**src/rtl/sha3_pkg.sv**
```systemverilog
// sha3_pkg: shared Keccak geometry, lane/state types and squeeze FSM encoding.
package sha3_pkg;
  localparam int LANE_W = 64;
  localparam int NUM_LANES = 25;
  localparam int STATE_W = 1600;
  typedef logic [LANE_W-1:0] lane_t;
  typedef lane_t [NUM_LANES-1:0] state_t;
  typedef enum logic [1:0] {IDLE, EMIT, WAIT_PERM} squeeze_state_e;
  function automatic int mod5(input int v);
    return ((v % 5) + 5) % 5;
  endfunction
  function automatic int lane_index(input int x, input int y);
    return mod5(x) + 5 * mod5(y);
  endfunction
endpackage

```
**src/rtl/squeeze_lane_mux.sv**
```systemverilog
// squeeze_lane_mux: selects one 64-bit lane of the rate buffer; out-of-range index yields zero.
module squeeze_lane_mux import sha3_pkg::*; #(
  parameter int RATE_LANES = 17,
  parameter int IDX_W = 5
) (
  input  lane_t [RATE_LANES-1:0] i_lanes,
  input  logic  [IDX_W-1:0]      i_idx,
  output lane_t                  o_lane
);
  always_comb begin
    o_lane = '0;
    for (int k = 0; k < RATE_LANES; k++)
      if (i_idx == IDX_W'(k)) o_lane = i_lanes[k];
  end
endmodule

```
**src/rtl/keccak_squeeze.sv**
```systemverilog
// keccak_squeeze: streams the rate lanes of a permuted Keccak state as 64-bit words,
// requesting further permutations until the requested word count is delivered.
module keccak_squeeze import sha3_pkg::*; #(
  parameter int RATE_LANES = 17
) (
  input  logic        clk,
  input  logic        rst_n,
  input  state_t      state_i,
  input  logic        state_valid_i,
  output logic        state_ready_o,
  input  logic [15:0] len_i,
  output logic        perm_req_o,
  output logic [63:0] out_data_o,
  output logic        out_valid_o,
  input  logic        out_ready_i,
  output logic        out_last_o,
  output logic        busy_o
);
  localparam int IDX_W = (RATE_LANES > 1) ? $clog2(RATE_LANES) : 1;
  localparam logic [IDX_W-1:0] LAST_IDX = IDX_W'(RATE_LANES - 1);

  squeeze_state_e r_state, w_next;
  logic [15:0] r_rem;
  logic [IDX_W-1:0] r_idx;
  lane_t [RATE_LANES-1:0] r_buf;
  logic r_perm_req;
  logic w_hs, w_load, w_to_perm;
  lane_t w_lane;

  assign state_ready_o = (r_state != EMIT);
  assign busy_o = (r_state != IDLE);
  assign out_valid_o = (r_state == EMIT);
  assign out_last_o = out_valid_o && (r_rem == 16'd1);
  assign out_data_o = w_lane;
  assign perm_req_o = r_perm_req;

  squeeze_lane_mux #(.RATE_LANES(RATE_LANES), .IDX_W(IDX_W)) u_mux (
    .i_lanes(r_buf),
    .i_idx(r_idx),
    .o_lane(w_lane)
  );

  always_comb begin
    w_next = r_state;
    w_hs = out_valid_o && out_ready_i;
    w_load = state_ready_o && state_valid_i;
    w_to_perm = w_hs && (r_rem != 16'd1) && (r_idx == LAST_IDX);
    if (w_load && (r_state == WAIT_PERM || len_i != 16'd0)) w_next = EMIT;
    else if (w_hs && r_rem == 16'd1) w_next = IDLE;
    else if (w_to_perm) w_next = WAIT_PERM;
  end

  always_ff @(posedge clk or negedge rst_n)
    if (!rst_n) r_state <= IDLE;
    else r_state <= w_next;

  // remaining is only reloaded by a fresh request; a re-permuted state continues the count
  always_ff @(posedge clk or negedge rst_n) begin
    if (!rst_n) begin
      r_rem <= '0;
      r_idx <= '0;
      r_buf <= '0;
      r_perm_req <= 1'b0;
    end else begin
      r_perm_req <= w_to_perm;
      if (w_load) begin
        r_buf <= state_i[RATE_LANES-1:0];
        r_idx <= '0;
      end else if (w_hs && r_idx != LAST_IDX) r_idx <= r_idx + 1'b1;
      if (w_load && r_state == IDLE) r_rem <= len_i;
      else if (w_hs) r_rem <= r_rem - 1'b1;
    end
  end
endmodule

```
**config.mk**
```make
export PLATFORM = sky130hd
export DESIGN_NAME = keccak_squeeze
export DESIGN_NICKNAME = d
export VERILOG_FILES = /design/src/rtl/sha3_pkg.sv /design/src/rtl/squeeze_lane_mux.sv /design/src/rtl/keccak_squeeze.sv
export SDC_FILE = /design/constraint.sdc
export NUM_CORES = 2
export LEC_CHECK = 0
export CAP_MARGIN = 20
export CORE_AREA = 2 2 660 662
export CTS_CLUSTER_DIAMETER = 50
export DETAILED_ROUTE_END_ITERATION = 7
export DIE_AREA = 0 0 662 664
export MAX_ROUTING_LAYER = met4
export PLACE_DENSITY = 0.39
export RECOVER_POWER = 50
export SYNTH_ARGS = -nofsm -noshare
export SYNTH_HDL_FRONTEND = slang
export SYNTH_SLANG_ARGS = --single-unit
export TNS_END_PERCENT = 50
```
**constraint.sdc**
```tcl
create_clock -name clk -period 5.5 [get_ports clk]
set_input_delay 1.1 -clock clk [delete_from_list [all_inputs] [get_ports clk]]
set_output_delay 1.1 -clock clk [all_outputs]
set_load 0.005 [all_outputs]
```
==> impl_results.md <==
- Status: complete, but fails checks
- Failing checks: capacitance limit, slew limit
- Commonest cells in the netlist: nand2_1 (3309), dfrtp_1 (1112), clkbuf_1 (371)
- Area growth, synth to finish: 60.3%
- Worst Setup End Kind: output port
- Number of enable flip-flop cells after synthesis: 0
- Top-count cell post-synth: nand2_1
- Setup Skew: 84.9 ps
- # fillers: 48565
- Worst EP arrival: 4350 ps
- Ports: 1689
- Post-synthesis sequential area ratio: 53.4%
- Vias per std cell: 3.95
- Final Max Tran Viols: 833
- Largest net degree at the start of global routing: 141
- PortBufs: 1176
- Tcrit/Tclk final: 99.1%
- Overall die height: 664 µm
- GP Congestion: 0.894
- Placement Setup Slack: -65.2 ps
- Worst Setup Path Type: reg2out
- Synth area leaders: dfrtp_1 (53%), nand2_1 (24%), a21oi_1 (2.8%)
- Min cycle time layout: 5450 ps
- Initial DRC Count: 5263
- Cell count of the worst reg-to-reg path: 7
- Root buf cell: clkbuf_16
- Final worst slack: 49.5 ps
- Antenna Violating Nets Remaining: 0
- Worst-path clk slew: 60 ps
- Die X: 662 µm
- Die ar.: 440000 µm²
- # rows: 242
- Critical path fanouts, max: 7
- CTS max path bufs: 4
- DR vias: 55520
- Yosys reg bits: 1112
- P_leak: 0.0371 µW
- Total nets after synthesis: 8151
- GR Overflow Total: 0
- RSZ-0062 raised after global routing: true
- Core area: 433000 µm²
- Layout cells sized above 1: 13.5%
- Inst Count DP: 13307
- Power per Cell Area: 671 nW/µm²
- Cts bufs inserted: 208
- Initial antenna violation count: 475
- WP data required: 4400 ps
- Mapped Area: 52100 µm²
- Fin. Hold Viols: 0
- Post-DR wirelength/cell: 32.1 µm
- Mapped Avg Cell Area: 7.98 µm²
- Routed WL: 450000 µm
- Initial Util: 12.0%
- First-pass GRT wire length: 570000 µm
- H-tree levels: 4
- Worst Hold Class: reg2reg
- Vias in the first global route: 54255
- Cells after Synth: 6524
- Worst Tran Pin Value: 3270 ps
- First-pass DRT Iterations: 7
- Post-DP HPWL: 361000 µm
- GR Util All Layers: 20.4%
- Final Setup Violations: 0
- Clock sinks: 1112
- Yosys top cell by area: dfrtp_1
- CTS tree: yes
- Startpoint class of the critical path: flop
- Max Cap Viol: 12
- Post-synth top area share: 53.4%
- Final Non-Filler Cells: 14045
- Slew margin rel.: -118%
- Final nets: 9505
- Ys async rst share: 100%
- Worst skew pair latency: 960 ps
- Worst IR Drop VDD: 0.287 mV
- Distinct cells, synth: 79
- DRC Markers: 0
- Post-synth top flop: dfrtp_1
- Ys Warns: 0
- Hold Path Stages: 2
- Peak Freq: 183 MHz
-- worst max-delay path, cell delays in order (launching register included) --
cell and delay [ps]:
dfrtp_2 470, inv_4 110, ha_4 230, or3b_4 270, nor2_8 90, buf_4 150, buf_12 120, buf_6 130
buf_6 120, a21oi_4 200, o22ai_4 150, a2111oi_4 570, o22ai_2 180, buf_6 170, clkdlybuf4s50_1 430
-- per-stage QoR --
step           instance area (µm²)  util, %  hold WS, ps  total power [µW]  setup TNS, ps
6_report                     83500     19.3          466             56000              0
4_1_cts                      82700     19.1          105             56700           -965
2_1_floorplan                52100        -          437             23200              0
3_5_place_dp                 73000     16.9          456             40300          -65.2
3_3_place_gp                 73000     16.9          453             40200           -342
5_1_grt                      83400     19.3          486             58800           -159
-- layout make-up --
cell class / instances / area, µm² / area share (%)
sequential: 1112 / 27800 / 33.3
tap: 5734 / 7170 / 8.59
timing repair buffer: 1614 / 16200 / 19.4
clock buffer: 246 / 5580 / 6.68
clock inverter: 137 / 1860 / 2.22
inverter: 67 / 259 / 0.310
multi-input combinational: 4875 / 23900 / 28.7
antenna: 260 / 651 / 0.779
-- cells by family (layout without fill, tap and decap cells) --
logic type                 after synthesis  in the layout  synth area share [%]
AOI/OAI and AO/OA                     1076           1076                  13.5
adders and majority gates                7              7                 0.168
DFF                                   1112           1112                  53.4
other                                    0            260                     0
muxes                                   10             10                 0.192
xor gates and xnor gates                 3              3                0.0505
buffers and inverters                  540           2064                  4.09
and+or+nand+nor                       3776           3779                  28.6
-- registers in the layout, indices dropped and copies added, names as in the netlist --
| name | cells |
|---|---|
| r_buf | 1088 |
| r_rem | 16 |
| r_idx | 5 |
| r_state | 2 |
| perm_req_o | 1 |
-- layout by cell type, fill, tap and decap left out, types with 17 or more instances in the layout --
cell type        synthesis  final
a31oi_1                 41     31
clkinv_4                 0     33
clkbuf_8                 0     23
a221o_1                 19     19
clkbuf_1               371     24
clkinvlp_4               0     21
o221ai_1                81     65
clkinv_2                 0     20
a221oi_1                92     76
o22ai_1                 83     58
nand3_1                 60     57
nand2b_1                22     19
o21ai_1                 19     24
nor2_1                 203    189
a22oi_1                 75     67
inv_1                   66     63
a21oi_2                  0     17
and3_1                  19     19
o21ai_2                  0     20
o22ai_2                  0     21
nor2b_1                 20     18
nor3_1                  55     48
o21ai_0                216    183
inv_6                    0     25
buf_4                    2    299
nand2_1               3309   3299
dlygate4sd2_1            0     25
buf_6                    3     51
diode_2                  0    260
a21oi_1                293    265
clkbuf_16                0    208
clkdlybuf4s50_1          0   1132
buf_12                   0     65
o211ai_1                51     51
bufinv_16                0     27
dfrtp_1               1112   1107
-- layer usage --
| metal | global-route usage [%] | up-vias | routed length (µm) |
|---|---|---|---|
| met3 | 7.75 | 633 | 45500 |
| met2 | 28.8 | 2584 | 187000 |
| li1 | - | 24733 | - |
| met5 | - | - | 0 |
| met4 | 7.20 | 0 | 17700 |
| met1 | 26.3 | 27570 | 200000 |
-- power breakdown --
| group | total [µW] | internal (µW) | switching (µW) |
|---|---|---|---|
| logic | 26800 | 9510 | 17300 |
| clock network | 14000 | 8640 | 5360 |
| registers | 15200 | 12100 | 3130 |
| total | 56000 | 30200 | 25800 |
-- worst paths after layout --
kind	slack (ps)	start	end
max	50	r_idx[1]$_DFFE_PN0P_	out_data_o[55]
min	470	r_buf[498]$_DFFE_PN0P_	r_buf[498]$_DFFE_PN0P_
max reg2reg	200	r_state[1]$_DFFE_PN0P_	r_buf[439]$_DFFE_PN0P_
min reg2reg	470	r_buf[498]$_DFFE_PN0P_	r_buf[498]$_DFFE_PN0P_
max in group asynchronous	640	rst_n	r_buf[1065]$_DFFE_PN0P_
min in group asynchronous	1230	rst_n	r_buf[797]$_DFFE_PN0P_
-- what timing repair did --
item,4_1_cts,5_1_grt
setup endpoints to repair,64,25
gates resized for setup,330,34
buffers inserted,72,14
gates cloned,8,1
hold buffers,0,0
pin swaps,57,13
Note: power is estimated with default switching activity, not from simulation.
